File: config.mk
export PLATFORM = sky130hd
export DESIGN_NAME = npc_stat
export DESIGN_NICKNAME = d
export VERILOG_FILES = /design/src/rtl/npc_pkg.sv /design/src/rtl/sat_counter.sv /design/src/rtl/npc_stat.sv
export SDC_FILE = /design/constraint.sdc
export NUM_CORES = 1
export LEC_CHECK = 0
export CAP_MARGIN = 20
export CORE_MARGIN = 2
export CORE_UTILIZATION = 35
export CTS_CLUSTER_SIZE = 30
export DETAILED_ROUTE_END_ITERATION = 16
export PLACE_DENSITY = 0.66
export REMOVE_ABC_BUFFERS = 1
export SLEW_MARGIN = 20
export SYNTH_ARGS = -nofsm -noshare
export SYNTH_HDL_FRONTEND = slang
export SYNTH_SLANG_ARGS = --single-unit
File: constraint.sdc
create_clock -name clk -period 9.8 [get_ports clk]
set_input_delay 1.96 -clock clk [delete_from_list [all_inputs] [get_ports clk]]
set_output_delay 1.96 -clock clk [all_outputs]
set_load 0.1 [all_outputs]
File: src/rtl/npc_pkg.sv
// npc_pkg: opcode, funct and REGIMM-rt encodings plus the branch-class enum for npc_stat.
package npc_pkg;
   localparam logic [5:0] OP_SPECIAL = 6'h00;
   localparam logic [5:0] OP_REGIMM  = 6'h01;
   localparam logic [5:0] OP_J       = 6'h02;
   localparam logic [5:0] OP_JAL     = 6'h03;
   localparam logic [5:0] OP_BEQ     = 6'h04;
   localparam logic [5:0] OP_BNE     = 6'h05;
   localparam logic [5:0] OP_BLEZ    = 6'h06;
   localparam logic [5:0] OP_BGTZ    = 6'h07;
   localparam logic [5:0] FN_JR      = 6'h08;
   localparam logic [5:0] FN_JALR    = 6'h09;
   localparam logic [5:0] FN_SYSCALL = 6'h0c;
   localparam logic [4:0] RT_BLTZ    = 5'h00;
   localparam logic [4:0] RT_BGEZ    = 5'h01;
   typedef enum logic [1:0] {NONE, UNCOND, COND} br_class_e;
endpackage

File: src/rtl/sat_counter.sv
// sat_counter: up/down counter that saturates at 0 and all-ones, with synchronous clear.
module sat_counter #(
   parameter int unsigned WIDTH     = 8,
   parameter int unsigned RESET_VAL = 0
) (
   input  logic             clk,
   input  logic             rst,
   input  logic             inc,
   input  logic             dec,
   input  logic             clr,
   output logic [WIDTH-1:0] q
);
   logic [WIDTH-1:0] cnt_q, cnt_d;
   always_comb
      cnt_d = clr ? '0 : (inc & ~&cnt_q) ? cnt_q + 1'b1 : (dec & |cnt_q) ? cnt_q - 1'b1 : cnt_q;
   always_ff @(posedge clk or negedge rst)
      if (!rst) cnt_q <= WIDTH'(RESET_VAL);
      else      cnt_q <= cnt_d;
   assign q = cnt_q;
endmodule

File: src/rtl/npc_stat.sv
// npc_stat: next-PC selection for the single-cycle MIPS datapath with branch statistics,
// syscall halt and a bimodal branch-history table.
module npc_stat
   import npc_pkg::*;
#(
   parameter int unsigned ADDR_W    = 32,
   parameter int unsigned CNT_W     = 16,
   parameter int unsigned BHT_DEPTH = 16,
   parameter logic [31:0] HALT_CODE = 32'h0000000a
) (
   input  logic              clk,
   input  logic              rst,
   input  logic              en,
   input  logic              clr,
   input  logic [31:0]       ir,
   input  logic [ADDR_W-1:0] pc,
   input  logic [31:0]       rs_val,
   input  logic [31:0]       rt_val,
   output logic [ADDR_W-1:0] next_pc,
   output logic              taken,
   output logic              pred_taken,
   output logic              halt,
   output logic [CNT_W-1:0]  cnt_uncond,
   output logic [CNT_W-1:0]  cnt_cond,
   output logic [CNT_W-1:0]  cnt_cond_taken,
   output logic [CNT_W-1:0]  cnt_mispredict
);
   localparam int unsigned IW = $clog2(BHT_DEPTH);
   logic [5:0]        op, fn;
   logic [4:0]        rt_f;
   br_class_e         cls;
   logic              cond_true, br_taken, syscall, halt_now, halt_q, halt_d, upd, neg, zero;
   logic [ADDR_W-1:0] seq, br_tgt, j_tgt, u_tgt;
   logic [IW-1:0]     idx;
   logic [1:0]        bht [BHT_DEPTH];
   assign op   = ir[31:26];
   assign fn   = ir[5:0];
   assign rt_f = ir[20:16];
   assign neg  = rs_val[31];
   assign zero = rs_val == 32'd0;
   always_comb begin
      cls = NONE;
      if (op == OP_J || op == OP_JAL || (op == OP_SPECIAL && (fn == FN_JR || fn == FN_JALR)))
         cls = UNCOND;
      else if (op inside {OP_BEQ, OP_BNE, OP_BLEZ, OP_BGTZ} ||
               (op == OP_REGIMM && (rt_f == RT_BLTZ || rt_f == RT_BGEZ)))
         cls = COND;
   end
   // Default arm is REGIMM; it only matters when cls is COND.
   always_comb
      cond_true = (op == OP_BEQ)  ? rs_val == rt_val :
                  (op == OP_BNE)  ? rs_val != rt_val :
                  (op == OP_BLEZ) ? neg | zero :
                  (op == OP_BGTZ) ? ~neg & ~zero :
                  (rt_f == RT_BGEZ) ? ~neg : neg;
   assign syscall  = op == OP_SPECIAL && fn == FN_SYSCALL;
   assign halt_now = en & syscall & (rs_val == HALT_CODE);
   assign halt     = halt_q | halt_now;
   assign br_taken = (cls == COND) & cond_true;
   assign seq      = pc + ADDR_W'(4);
   assign br_tgt   = seq + {{(ADDR_W-18){ir[15]}}, ir[15:0], 2'b00};
   assign j_tgt    = (pc & ~ADDR_W'(32'h0fffffff)) | ADDR_W'({ir[25:0], 2'b00});
   assign u_tgt    = (op == OP_J || op == OP_JAL) ? j_tgt : ADDR_W'(rs_val);
   assign next_pc  = halt ? pc : (cls == UNCOND) ? u_tgt : br_taken ? br_tgt : seq;
   assign taken    = ~halt & ((cls == UNCOND) | br_taken);
   assign idx        = pc[2 +: IW];
   assign pred_taken = (cls == COND) & bht[idx][1];
   assign upd        = en & ~halt_q;
   assign halt_d     = halt_q | halt_now;
   always_ff @(posedge clk or negedge rst)
      if (!rst) halt_q <= 1'b0;
      else      halt_q <= halt_d;
   sat_counter #(.WIDTH(CNT_W)) u_cnt_uncond (
      .clk(clk), .rst(rst), .inc(upd & (cls == UNCOND)), .dec(1'b0), .clr(en & clr), .q(cnt_uncond));
   sat_counter #(.WIDTH(CNT_W)) u_cnt_cond (
      .clk(clk), .rst(rst), .inc(upd & (cls == COND)), .dec(1'b0), .clr(en & clr), .q(cnt_cond));
   sat_counter #(.WIDTH(CNT_W)) u_cnt_cond_taken (
      .clk(clk), .rst(rst), .inc(upd & br_taken), .dec(1'b0), .clr(en & clr), .q(cnt_cond_taken));
   sat_counter #(.WIDTH(CNT_W)) u_cnt_mispredict (
      .clk(clk), .rst(rst), .inc(upd & (cls == COND) & (pred_taken != br_taken)), .dec(1'b0),
      .clr(en & clr), .q(cnt_mispredict));
   for (genvar g = 0; g < BHT_DEPTH; g++) begin : g_bht
      logic hit;
      assign hit = upd & (cls == COND) & (idx == IW'(g));
      sat_counter #(.WIDTH(2), .RESET_VAL(1)) u_entry (
         .clk(clk), .rst(rst), .inc(hit & br_taken), .dec(hit & ~br_taken), .clr(1'b0), .q(bht[g]));
   end
endmodule

==> metrics.txt <==
layout net count 1521; Hold WC Path Type register to register; status complete, no violations; crit end category output port; MaxCap Viol Count 0; YS warnings 0; fin crit period 8.98 ns; Post-synth ARST share 100%; post-synthesis compound-gate area fraction 23.1%; Synth top area share 22.4%; initial core utilization 35.8%; startpoint types input port; hpwl dp 25300 um; Yosys top cell by area dfrtp_1; I/O Pins 231; Seq/Total Area, Yosys 27.1%; first-pass GRT wire length 51600 um; placer congestion estimate 0.887; overall die width 165 um; Netlist Area Pre-Place 0.00904 mm^2; router iterations before antenna repair 6; P per Cell Area 99.2 mW/mm^2; Unique masters post-synth 78; num rows 58; Port Buffers 230; Final Skew 0.0137 ns; critical path fanouts, max 9; largest family of logic cells by synthesized area simple AND/OR/NAND/NOR gates; CTS Buf Count 9; H-tree Lvls 3; # fillers 2513; Die Span Y 165 um; synth top area cells dfrtp_1 22%, xnor2_1 8.1%, ha_1 5.9%; post-synthesis xor/xnor area fraction 11.0%; CTS Hold Bufs 0; RSZ-0062 raised after global routing false; setup bufs post-CTS 0; post-DR wirelength/cell 19.6 um; #FFs+latches synth 97; post-CTS sizing 0; leakage power total 0.00470 uW; maximum clock frequency 111 MHz; Post-Synth Adder-Cell Area 6.17%; most frequent cells in the layout 198 x clkdlybuf4s50_1, 102 x nand2_1, 95 x nor2_1; VDD IR max 0.0812 mV; most common cell after layout, fill and taps aside clkdlybuf4s50_1; Main synth FF type dfrtp_1; CTS tree built; grt ovf 0; DRC 0; clock root buffer clkbuf_16; data arrival time of the worst path 7.02 ns; initial antenna violation count 3; Post-synth EDFFs 0; largest net degree at the start of global routing 69; Worst-path clk slew 0.07 ns; post-synthesis mux area share 2.80%; Via Count 9845; Post-Route WL 32900 um; vias in the first global route 9414; crit share post-route 91.6%; Final Hold Vio Count 0; DIE AREA 0.0271 mm^2; # setup viols final 0; synthesized netlist cell count 1150; share of cells above drive strength 1 7.26%; Final ANT Viol Nets 0; worst-margin pin slew 1.05 ns; core area 0.0253 mm^2; Clk Latency, worst-skew pair 0.35 ns; Total GRT Usage 24.1%; DR vias/cell 5.85; Total Neg Setup Slack 0 ns; Slew headroom 29.6%; Sink Count 97; initial drt markers 733; Req. time, crit path 7.84 ns; clk buf depth 2; Layout area overhead 31.3%; Fin Hold WS 0.506 ns; Final Max Slew Viols 0; Simple-Gate Fraction of Synth Area 25.8%; CP Class input port to output port; Mean Syn Cell Area 7.86 um^2
## final timing paths
check	from	endpoint	slack, ns	depth (start not counted)
max	pc[2]	next_pc[27]	0.82	18
max reg2reg	g_bht[3].u_entry.q[1]	u_cnt_mispredict.q[4]	6.98	6
max in group asynchronous	rst	u_cnt_cond_taken.q[0]	7.03	2
min reg2reg	g_bht[9].u_entry.q[0]	g_bht[9].u_entry.q[0]	0.51	2
min in group asynchronous	rst	g_bht[14].u_entry.q[1]	1.54	1
min	g_bht[9].u_entry.q[0]	g_bht[9].u_entry.q[0]	0.51	2
## synthesized netlist by cell type (all sizes together) (4+ instances only)
cell type / count
buf: 16
o31ai: 4
and2: 9
o22ai: 10
mux2i: 14
nor2: 96
a21oi: 87
o211ai: 23
or3: 17
nor3: 19
xnor2: 84
nand2b: 9
nor4: 25
inv: 34
nor2b: 8
nand3: 68
dfstp: 16
dfrtp: 81
o211a: 4
xor2: 30
o31a: 4
nand2: 102
ha: 43
and4: 13
o21ai: 90
nand4: 34
or4: 8
a221oi: 24
a31oi: 18
o21a: 14
clkbuf: 42
a21o: 11
and3: 34
mux4: 5
## report_power, final
part	leakage (uW)	switching (uW)	internal [uW]
Sequential	0.00122	2.47	410
Combinational	0.00333	266	146
Clock	0.000144	168	185
## flip-flops by register name, summed over array words and instances (netlist names)
signal / flops
g_bht.u_entry.q: 32
halt_q: 1
u_cnt_cond.q: 16
u_cnt_cond_taken.q: 16
u_cnt_mispredict.q: 16
u_cnt_uncond.q: 16
## metal layers
metal	wire, um	global-route usage, %	vias up
met3	2120	4.80	45
met4	697	6.17	2
met2	14700	37.5	322
met5	8	0	-
li1	-	-	4693
met1	15400	34.3	4783
## cells by family (layout without fill, tap and decap cells)
| family | count (synthesis) | count (layout) |
|---|---|---|
| AOI/OAI and AO/OA | 328 | 328 |
| xor gates and xnor gates | 114 | 114 |
| buffers and inverters | 92 | 292 |
| and+or+nand+nor | 456 | 456 |
| muxes | 19 | 19 |
| adders and majority gates | 44 | 44 |
| other | 0 | 2 |
| DFF | 97 | 97 |
## critical path: stages
cell	delay, ns
clkdlybuf4s50_1	0.75
ha_1	0.46
and2_1	0.20
nand2_1	0.08
nor2_1	0.17
and3_1	0.22
nand3_1	0.10
xnor2_1	0.22
ha_1	0.38
a21o_1	0.20
a221o_1	0.34
a221oi_1	0.43
o2111ai_1	0.37
and4b_1	0.29
a31oi_1	0.18
nand3_1	0.10
a32o_1	0.31
buf_4	0.24
## final cells by class
cell class | instances | area (um^2) | share of cell area, %
diodes | 2 | 5.00 | 0.0421
clock buffers | 10 | 239 | 2.01
clock inverters | 6 | 56.3 | 0.474
inverters | 34 | 128 | 1.07
multi-input cells | 961 | 6270 | 52.8
flip-flops and latches | 97 | 2450 | 20.6
well taps | 330 | 413 | 3.48
repair buffers | 242 | 2310 | 19.5
## metrics by stage
stage | worst slack (ns) | util [%] | power, uW | area [um^2] | std cells
6_report | 0.821 | 47.0 | 1180 | 11900 | 1682
5_1_grt | 0.548 | 47.0 | 1230 | 11900 | 1680
4_1_cts | 0.908 | 46.9 | 1190 | 11900 | 1680
3_5_place_dp | 0.952 | 45.8 | 828 | 11600 | 1664
3_3_place_gp | 1.04 | 45.8 | 826 | 11600 | 1664
2_1_floorplan | -0.379 | - | 669 | 8800 | 1092
Note: power is estimated with default switching activity, not from simulation.
